===== config.mk =====
export PLATFORM = sky130hd
export DESIGN_NAME = reg_fwd_scoreboard
export DESIGN_NICKNAME = d
export VERILOG_FILES = /design/src/rtl/reg_fwd_scoreboard_pkg.sv /design/src/rtl/fwd_port_sel.sv /design/src/rtl/reg_fwd_scoreboard.sv
export SDC_FILE = /design/constraint.sdc
export NUM_CORES = 1
export LEC_CHECK = 0
export CAP_MARGIN = 0
export CORE_MARGIN = 1
export CORE_UTILIZATION = 30
export DETAILED_ROUTE_END_ITERATION = 7
export HOLD_SLACK_MARGIN = 0.02
export PLACE_DENSITY_LB_ADDON = 0.15
export SLEW_MARGIN = 20
export SYNTH_ARGS = -nofsm -noshare
export SYNTH_HDL_FRONTEND = slang
export SYNTH_HIERARCHICAL = 1
export SYNTH_SLANG_ARGS = --single-unit
export TNS_END_PERCENT = 50

===== constraint.sdc =====
create_clock -name clk -period 7.3 [get_ports clk]
set_input_delay 1.095 -clock clk [delete_from_list [all_inputs] [get_ports clk]]
set_output_delay 1.095 -clock clk [all_outputs]
set_load 0.02 [all_outputs]

===== src/rtl/reg_fwd_scoreboard_pkg.sv =====
// Shared widths and forwarding-source encoding for the register forwarding scoreboard.
package reg_fwd_scoreboard_pkg;

   localparam int REG_ADDR_WIDTH = 5;
   localparam int CPU_WIDTH      = 32;
   localparam int CSR_ADDR_WIDTH = 12;

   // SRC_PEND: a stage owns the register but has not produced its result yet.
   typedef enum logic [2:0] {
      SRC_RF   = 3'd0,
      SRC_STG  = 3'd1,
      SRC_WB   = 3'd2,
      SRC_HOLD = 3'd3,
      SRC_PEND = 3'd4,
      SRC_ZERO = 3'd5
   } fwd_src_e;

endpackage


===== src/rtl/fwd_port_sel.sv =====
// One read-port operand mux: youngest matching stage, then writeback, then the
// one-cycle hold register, then the raw register-file value. ZERO_EN hardwires address 0.
module fwd_port_sel
   import reg_fwd_scoreboard_pkg::*;
#(
   parameter int NUM_STG = 2,
   parameter int AW      = 5,
   parameter int DW      = 32,
   parameter bit ZERO_EN = 1'b1
) (
   input  logic [AW-1:0]                rd_addr,
   input  logic [DW-1:0]                rf_data,
   input  logic [NUM_STG-1:0]           stg_en,
   input  logic [NUM_STG-1:0]           stg_vld,
   input  logic [NUM_STG-1:0][AW-1:0]   stg_addr,
   input  logic [NUM_STG-1:0][DW-1:0]   stg_data,
   input  logic                         wb_en,
   input  logic [AW-1:0]                wb_addr,
   input  logic [DW-1:0]                wb_data,
   input  logic                         hold_vld,
   input  logic [AW-1:0]                hold_addr,
   input  logic [DW-1:0]                hold_data,
   input  logic                         busy,
   output logic [DW-1:0]                data,
   output logic                         fwd,
   output logic                         stall
);

   fwd_src_e        src;
   logic            stg_hit;
   logic            stg_vld_sel;
   logic [DW-1:0]   stg_data_sel;

   always_comb begin
      stg_hit      = 1'b0;
      stg_vld_sel  = 1'b0;
      stg_data_sel = '0;
      // Walk oldest to youngest so the youngest match is the one left standing.
      for (int s = NUM_STG - 1; s >= 0; s--) begin
         if (stg_en[s] && stg_addr[s] == rd_addr) begin
            stg_hit      = 1'b1;
            stg_vld_sel  = stg_vld[s];
            stg_data_sel = stg_data[s];
         end
      end

      if (ZERO_EN && rd_addr == '0)                src = SRC_ZERO;
      else if (stg_hit)                            src = stg_vld_sel ? SRC_STG : SRC_PEND;
      else if (wb_en && wb_addr == rd_addr)        src = SRC_WB;
      else if (hold_vld && hold_addr == rd_addr)   src = SRC_HOLD;
      else                                         src = SRC_RF;
   end

   always_comb begin
      data  = rf_data;
      fwd   = 1'b0;
      stall = 1'b0;
      case (src)
         SRC_ZERO: data = '0;
         SRC_STG:  begin data = stg_data_sel; fwd = 1'b1; end
         SRC_WB:   begin data = wb_data;      fwd = 1'b1; end
         SRC_HOLD: begin data = hold_data;    fwd = 1'b1; stall = busy; end
         SRC_PEND: stall = 1'b1;
         default:  stall = busy;
      endcase
   end

endmodule


===== src/rtl/reg_fwd_scoreboard.sv =====
// Operand forwarding plus long-latency write scoreboard for NUM_RD read ports.
// Optional CSR forwarding channel is built when REG_FWD_CSR_EN is defined.
module reg_fwd_scoreboard
   import reg_fwd_scoreboard_pkg::*;
#(
   parameter int NUM_RD  = 2,
   parameter int NUM_STG = 2,
   parameter int MAX_OUT = 4
) (
   input  logic                                    clk,
   input  logic                                    rst,
   input  logic [NUM_STG-1:0]                      stg_wr_en_i,
   input  logic [NUM_STG-1:0]                      stg_wr_vld_i,
   input  logic [NUM_STG-1:0][REG_ADDR_WIDTH-1:0]  stg_wr_addr_i,
   input  logic [NUM_STG-1:0][CPU_WIDTH-1:0]       stg_wr_data_i,
   input  logic                                    wb_wr_en_i,
   input  logic [REG_ADDR_WIDTH-1:0]               wb_wr_addr_i,
   input  logic [CPU_WIDTH-1:0]                    wb_wr_data_i,
   input  logic [NUM_RD-1:0][REG_ADDR_WIDTH-1:0]   rd_addr_i,
   input  logic [NUM_RD-1:0][CPU_WIDTH-1:0]        rf_rd_data_i,
   output logic [NUM_RD-1:0][CPU_WIDTH-1:0]        rd_data_o,
   output logic [NUM_RD-1:0]                       rd_fwd_o,
   input  logic                                    iss_vld_i,
   input  logic                                    iss_long_i,
   input  logic [REG_ADDR_WIDTH-1:0]               iss_addr_i,
   output logic                                    iss_rdy_o,
   input  logic                                    cmp_vld_i,
   input  logic [REG_ADDR_WIDTH-1:0]               cmp_addr_i,
`ifdef REG_FWD_CSR_EN
   input  logic [NUM_STG-1:0]                      csr_stg_wr_en_i,
   input  logic [NUM_STG-1:0]                      csr_stg_wr_vld_i,
   input  logic [NUM_STG-1:0][CSR_ADDR_WIDTH-1:0]  csr_stg_wr_addr_i,
   input  logic [NUM_STG-1:0][CPU_WIDTH-1:0]       csr_stg_wr_data_i,
   input  logic                                    csr_wb_wr_en_i,
   input  logic [CSR_ADDR_WIDTH-1:0]               csr_wb_wr_addr_i,
   input  logic [CPU_WIDTH-1:0]                    csr_wb_wr_data_i,
   input  logic [CSR_ADDR_WIDTH-1:0]               csr_rd_addr_i,
   input  logic [CPU_WIDTH-1:0]                    csr_rf_data_i,
   output logic [CPU_WIDTH-1:0]                    csr_rd_data_o,
   output logic                                    csr_rd_fwd_o,
`endif
   output logic                                    stall_o,
   output logic                                    err_o
);

   localparam int CNT_W   = $clog2(MAX_OUT + 1);
   localparam int NUM_REG = 1 << REG_ADDR_WIDTH;

   logic [NUM_REG-1:0]         busy;
   logic [CNT_W-1:0]           cnt;
   logic                       hold_vld;
   logic [REG_ADDR_WIDTH-1:0]  hold_addr;
   logic [CPU_WIDTH-1:0]       hold_data;
   logic                       hold_load;
   logic                       cmp_hit;
   logic                       iss_req;
   logic                       iss_acc;
   logic [NUM_RD-1:0]          port_stall;
   logic                       csr_stall;

   // A completing entry frees its slot and its register for an issue in the same cycle.
   always_comb begin
      cmp_hit   = cmp_vld_i && busy[cmp_addr_i];
      iss_req   = iss_vld_i && iss_long_i;
      iss_rdy_o = (cmp_hit || cnt != CNT_W'(MAX_OUT)) &&
                  (!busy[iss_addr_i] || (cmp_hit && cmp_addr_i == iss_addr_i));
      iss_acc   = iss_req && iss_rdy_o && iss_addr_i != '0;
      hold_load = wb_wr_en_i && wb_wr_addr_i != '0;
   end

   always_ff @(posedge clk or posedge rst) begin
      if (rst) begin
         busy     <= '0;
         cnt      <= '0;
         err_o    <= 1'b0;
         hold_vld <= 1'b0;
      end else begin
         if (cmp_hit) busy[cmp_addr_i] <= 1'b0;
         if (iss_acc) busy[iss_addr_i] <= 1'b1;
         if (iss_acc && !cmp_hit)      cnt <= cnt + CNT_W'(1);
         else if (!iss_acc && cmp_hit) cnt <= cnt - CNT_W'(1);
         if ((cmp_vld_i && !cmp_hit) || (iss_req && !iss_rdy_o)) err_o <= 1'b1;
         hold_vld <= hold_load;
      end
   end

   always_ff @(posedge clk) begin
      if (hold_load) begin
         hold_addr <= wb_wr_addr_i;
         hold_data <= wb_wr_data_i;
      end
   end

   for (genvar p = 0; p < NUM_RD; p++) begin : g_port
      fwd_port_sel #(
         .NUM_STG (NUM_STG),
         .AW      (REG_ADDR_WIDTH),
         .DW      (CPU_WIDTH),
         .ZERO_EN (1'b1)
      ) u_sel (
         .rd_addr   (rd_addr_i[p]),
         .rf_data   (rf_rd_data_i[p]),
         .stg_en    (stg_wr_en_i),
         .stg_vld   (stg_wr_vld_i),
         .stg_addr  (stg_wr_addr_i),
         .stg_data  (stg_wr_data_i),
         .wb_en     (wb_wr_en_i),
         .wb_addr   (wb_wr_addr_i),
         .wb_data   (wb_wr_data_i),
         .hold_vld  (hold_vld),
         .hold_addr (hold_addr),
         .hold_data (hold_data),
         .busy      (busy[rd_addr_i[p]]),
         .data      (rd_data_o[p]),
         .fwd       (rd_fwd_o[p]),
         .stall     (port_stall[p])
      );
   end

`ifdef REG_FWD_CSR_EN
   logic                       csr_hold_vld;
   logic [CSR_ADDR_WIDTH-1:0]  csr_hold_addr;
   logic [CPU_WIDTH-1:0]       csr_hold_data;

   always_ff @(posedge clk or posedge rst) begin
      if (rst) csr_hold_vld <= 1'b0;
      else     csr_hold_vld <= csr_wb_wr_en_i;
   end

   always_ff @(posedge clk) begin
      if (csr_wb_wr_en_i) begin
         csr_hold_addr <= csr_wb_wr_addr_i;
         csr_hold_data <= csr_wb_wr_data_i;
      end
   end

   fwd_port_sel #(
      .NUM_STG (NUM_STG),
      .AW      (CSR_ADDR_WIDTH),
      .DW      (CPU_WIDTH),
      .ZERO_EN (1'b0)
   ) u_csr_sel (
      .rd_addr   (csr_rd_addr_i),
      .rf_data   (csr_rf_data_i),
      .stg_en    (csr_stg_wr_en_i),
      .stg_vld   (csr_stg_wr_vld_i),
      .stg_addr  (csr_stg_wr_addr_i),
      .stg_data  (csr_stg_wr_data_i),
      .wb_en     (csr_wb_wr_en_i),
      .wb_addr   (csr_wb_wr_addr_i),
      .wb_data   (csr_wb_wr_data_i),
      .hold_vld  (csr_hold_vld),
      .hold_addr (csr_hold_addr),
      .hold_data (csr_hold_data),
      .busy      (1'b0),
      .data      (csr_rd_data_o),
      .fwd       (csr_rd_fwd_o),
      .stall     (csr_stall)
   );
`else
   assign csr_stall = 1'b0;
`endif

   assign stall_o = !rst && (|port_stall || csr_stall);

endmodule


== Word level (Yosys, flattened, before mapping) ==
Index checks and enable logic that the tools add are counted.
Word-level totals
  flip-flop bits (word level): 74
  output and inout port bits: 69
Cells by class
  add/sub/neg operators: 2
  magnitude comparators: 6
  eq/ne operators: 20
  multiplexer cells: 44
  bitwise logic cells: 3
  reductions and logical operators: 40
Operator list (number)
  32-bit one-hot mux with 4 select lines: 2
  32-bit 2-to-1 mux: 6
  5-bit == test: 9
  32-bit AND: 1
  32-bit inverter: 1
  32-bit bitwise OR: 1
  3-bit 2-to-1 mux: 10
  5-bit by 6-bit < comparator with 1-bit output (second input constant): 4
  1-bit logical AND: 22
  1-bit binary-select mux with 5-bit select: 4
  1-bit 2-to-1 mux: 16
  3-bit by 2-bit == test with 1-bit output (second input constant): 4
  3-bit == test (second input constant): 4
  3-bit OR reduction: 4
  1-bit demux with 5-bit select: 2
  5-bit by 1-bit >= comparator with 1-bit output (second input constant): 2
  5-bit zero test: 2
  5-bit nonzero test: 2
  3-bit by 1-bit == test with 1-bit output (second input constant): 2
  1-bit zero test: 5
  2-bit 2-to-1 mux: 2
  1-bit one-hot mux with 2 select lines: 2
  3-bit by 1-bit adder with 3-bit output (second input constant): 1
  1-bit logical OR: 3
  other kinds (4): 4

== Logic depth before layout (Yosys ltp) ==
  word-level depth: 12
  depth in mapped cells: 15

== Modules after synthesis ==
Netlist, hierarchy kept.
Modules (own cells, without submodules)
  reg_fwd_scoreboard: times used 1, cells an instance 438, area each 4768.3 µm²
  fwd_port_sel: times used 2, cells an instance 204, area each 1786.7 µm²

== Worst setup path after synthesis ==
No wires, ideal clock.
  kind: input to output
  start: in rd_addr_i[5] in the netlist's numbering
  end: out stall_o
  data arrival time: 3.326 ns
  path slack: 2.879 ns
  stages: 8
  path buffers: 1
  cell sequence: clkbuf_1 mux4_2 mux4_2 mux2_2 and3_1 o31a_1 nor2_1 nor2_1
Between the ends
  longest elaborated chain between the ends: 12
Ends and longest elaborated chain
  from (decl): line reg_fwd_scoreboard.sv:19  | input logic [NUM_RD-1:0][REG_ADDR_WIDTH-1:0] rd_addr_i,
  5-bit == test: line fwd_port_sel.sv:40  | if (stg_en[s] && stg_addr[s] == rd_addr) begin
  1-bit logical AND: line fwd_port_sel.sv:40
  1-bit 2-to-1 mux (2 in a row): line fwd_port_sel.sv:40
  3-bit 2-to-1 mux (2 in a row): line fwd_port_sel.sv:48  | else if (stg_hit) src = stg_vld_sel ? SRC_STG : SRC_PEND;
  3-bit 2-to-1 mux: line fwd_port_sel.sv:47  | if (ZERO_EN && rd_addr == '0) src = SRC_ZERO;
  3-bit == test, or another cell as far along: line fwd_port_sel.sv:58  | case (src)
  3-bit OR reduction (no source line)
  1-bit one-hot mux with 2 select lines *: line fwd_port_sel.sv:58
  named net port_stall[1]: line reg_fwd_scoreboard.sv:58  | logic [NUM_RD-1:0] port_stall;
  2-bit OR reduction *: line reg_fwd_scoreboard.sv:164  | assign stall_o = !rst && (|port_stall || csr_stall);
  1-bit logical AND *: line reg_fwd_scoreboard.sv:164
  to (decl): line reg_fwd_scoreboard.sv:42  | output logic stall_o,
The timed path passes the listed nets; every way through them passes the cells marked *. The select of a mux whose other input is x is not followed.

==> impl_results.md <==
* Leak Pwr at 4.01 nW
* Worst r2r src: busy[15]
* Fin. Hold Viols at 0
* Crit Path Category: in2out
* Reg clk slew, reported paths at 0.07 ns
* Post-synthesis cell type count at 64
* Largest cells by area after synthesis: a22o_1 (20%), edfxtp_1 (13%), dfrtp_1 (11%)
* R2r setup slk at 3.69 ns
* Max stage delay on crit path at 0.90 ns
* Drt pass-1 iters at 6
* CTS tree: done
* Critical-path top delay cell: clkdlybuf4s50_1
* Starting Density at 30.8%
* Worst path required time at 6.20 ns
* Fin cells at 1,432
* Mean post-synth cell area at 9.86 µm²
* Net load switching power at 0.588 mW
* CP Launch Type: input port
* Fmax at 167 MHz
* Core area at 27,100 µm²
* Worst Max-Slew Pin Slew at 1.08 ns
* Final setup TNS at 0 ns
* Residual DRC at 0
* Worst min path class: reg2reg
* Flops & latches, synth at 74
* CTS H-tree depth at 3
* Total CTS buffers at 9
* M2 GR Usage at 40.3%
* Clk pwr share at 25.7%
* Cell Area, Synth at 8340 µm²
* Setup violators final at 0
* Overflow after GRT at 0
* Status: completed
* Register area share after synthesis at 24.4%
* Routed Antenna Nets at 0
* CTS Root Buffer Type: clkbuf_16
* Switch share at 35.2%
* Crit path DAT at 4.88 ns
* Share of cells above drive strength 1 at 16.5%
* Met3 usage at 4.14%
* Filler cells at 2,624
* Synth top cells by count: a22o_1 (193), mux2_2 (81), nand2_1 (42)
* Row cnt at 60
* Routability congestion estimate at 0.900
* CTS Sinks at 74
* Area leader, netlist: a22o_1
* R2R cell count at 11
* Routed WL per cell at 25.0 µm
* Pins Over Slew Limit at 0
* Die height at 169 µm
* PwrDens at 145 nW/µm²
* Crit-path cells: clkdlybuf4s50_1, xor2_1, nor4_4, a211oi_4, buf_4, o2bb2ai_2, buf_4, a22o_1, mux2_2, clkdlybuf4s50_1
* Hold path depth at 1
* DR iter-0 viols at 925
* Skew final at 0.00486 ns
* GR Util met1 at 32.7%
* # port buffers at 273
* Clock latency on the worst-skew pair at 0.35 ns
* Clk buf depth at 2
* CTS-repair resized insts at 0
* Largest net degree at the start of global routing at 39
* Min-Delay Endpoint: cnt[2]
* Int Power at 1.08 mW
* RSZ-0062 raised after global routing: false
* Minimum clock period at 5.97 ns
* Initial antenna violation count at 4
* Dpl hpwl at 26,400 µm
* Vias/cell at 6.00
* Setup Fix Bufs, Post-CTS at 0
* Seq pwr share at 34.5%
* Yosys warning count at 6
* Die area at 28,500 µm²
* Number of enable flip-flop cells after synthesis at 37
* Placed insts at 1,414
* Part of the cycle the worst path needs at 81.8%
* Io pins at 274
* Max_cap viols at 0
* Worst IR Drop VDD at 0.0811 mV
* Cells after synthesis at 846
* Synthesized Nets at 1,053
* Top cell type's share of synthesized area at 20.3%
* Die width at 169 µm
* Async SR Flop Fraction at 50.0%
* Setup crit end kind: output pin
* Worst-path fanout max at 33
* Max-slew headroom at 27.8%
* NumNets Final at 1,260
* Most common cell in the netlist: a22o_1
* Vias in the first global route at 8,226
* Most used DFF post-synth: edfxtp_1
* Total wire length at 35,800 µm
* Vias at 8,596
* Logic pwr share at 39.8%
* Total Routing Usage GR at 24.4%
* Wire length of the first global-routing pass at 52,800 µm
* Area Growth Syn to Fin at 38.2%
* GR peak layer: met2
* Start point of the worst hold path: cnt[2]
* R2R Path End: cnt[2]
* Hold-fix buffers, CTS at 0
-- kinds of logic after synthesis --
| family | share of synthesized area [%] |
|---|---|
| compound gates | 31.5 |
| xor+xnor | 5.04 |
| fa+ha+maj | 0.390 |
| buf+inv | 6.88 |
| flops | 24.4 |
| mux | 18.5 |
| simple gates | 13.3 |
-- critical path, delay by kind of cell --
kind	cells	cell delay [ns]
xor gates and xnor gates	1	0.31
AOI/OAI and AO/OA	3	0.93
buffers and inverters	4	2.26
and+or+nand+nor	1	0.09
muxes	1	0.17
-- layout make-up --
class                           instances  area (µm²)  area share, %
Clock buffer                           11         243           2.11
Sequential cell                        74        2040           17.7
Antenna cell                            2        5.00         0.0434
Inverter                                6        22.5          0.195
Multi-Input combinational cell        663        5800           50.3
Tap cell                              372         465           4.04
Clock inverter                          5        28.8          0.250
Timing Repair Buffer                  299        2930           25.4
-- stage by stage --
stage | area, µm² | worst slack (ns) | utilization [%] | hold WS [ns] | power, mW
2_1_floorplan | 8340 | 2.88 | - | 0.441 | 0.943
3_3_place_gp | 11200 | 1.38 | 41.5 | 0.461 | 1.24
3_5_place_dp | 11200 | 1.35 | 41.5 | 0.459 | 1.24
4_1_cts | 11500 | 1.36 | 42.5 | 0.468 | 1.68
5_1_grt | 11500 | 1.12 | 42.5 | 0.490 | 1.75
6_report | 11500 | 1.33 | 42.5 | 0.468 | 1.67
-- sequential cells by signal, summed over array words and instances (netlist names) --
| signal | cells |
|---|---|
| busy | 32 |
| hold_vld | 1 |
| hold_addr | 5 |
| err_o | 1 |
| hold_data | 32 |
| cnt | 3 |
-- cell usage in the layout (no fill, tap or decap), types with 16 or more instances in the layout --
cell and instances:
nor2_1 37, mux2_2 81, buf_4 26, mux2i_1 16
xor2_1 20, dfrtp_1 37, mux4_2 20, o41ai_1 31
o211ai_1 22, nand2_1 42, clkdlybuf4s50_1 273, nand4_1 34
edfxtp_1 37, a22o_1 193, xnor2_1 28
-- routing by layer --
layer	up-vias	part of all wire [%]	routed length, µm
met5	-	0.075	27
met4	4	1.7	600
met3	45	7.7	2740
met2	433	48	17100
met1	4260	43	15300
li1	3854	-	-
-- worst max-delay path by stage --
| stage | from | endpoint | slack (ns) | cells after the start |
|---|---|---|---|---|
| 2_1_floorplan | rd_addr_i[5] | stall_o | 2.88 | 8 |
| 3_3_place_gp | rd_addr_i[5] | rd_data_o[55] | 1.38 | 9 |
| 3_5_place_dp | rd_addr_i[5] | rd_data_o[55] | 1.35 | 9 |
| 4_1_cts | rd_addr_i[5] | rd_data_o[63] | 1.36 | 9 |
| 5_1_grt | rd_addr_i[1] | rd_data_o[5] | 1.12 | 10 |
| 6_report | rd_addr_i[1] | rd_data_o[21] | 1.33 | 10 |
-- power by group through the flow --
stage	logic (mW)	clock network (mW)	registers (mW)
finish	0.665	0.429	0.576
CTS	0.664	0.440	0.573
detailed placement	0.661	0	0.581
floorplan	0.396	0	0.547
global route	0.712	0.452	0.582
global placement	0.656	0	0.582
No activity file was read; power rests on OpenSTA's default activity.
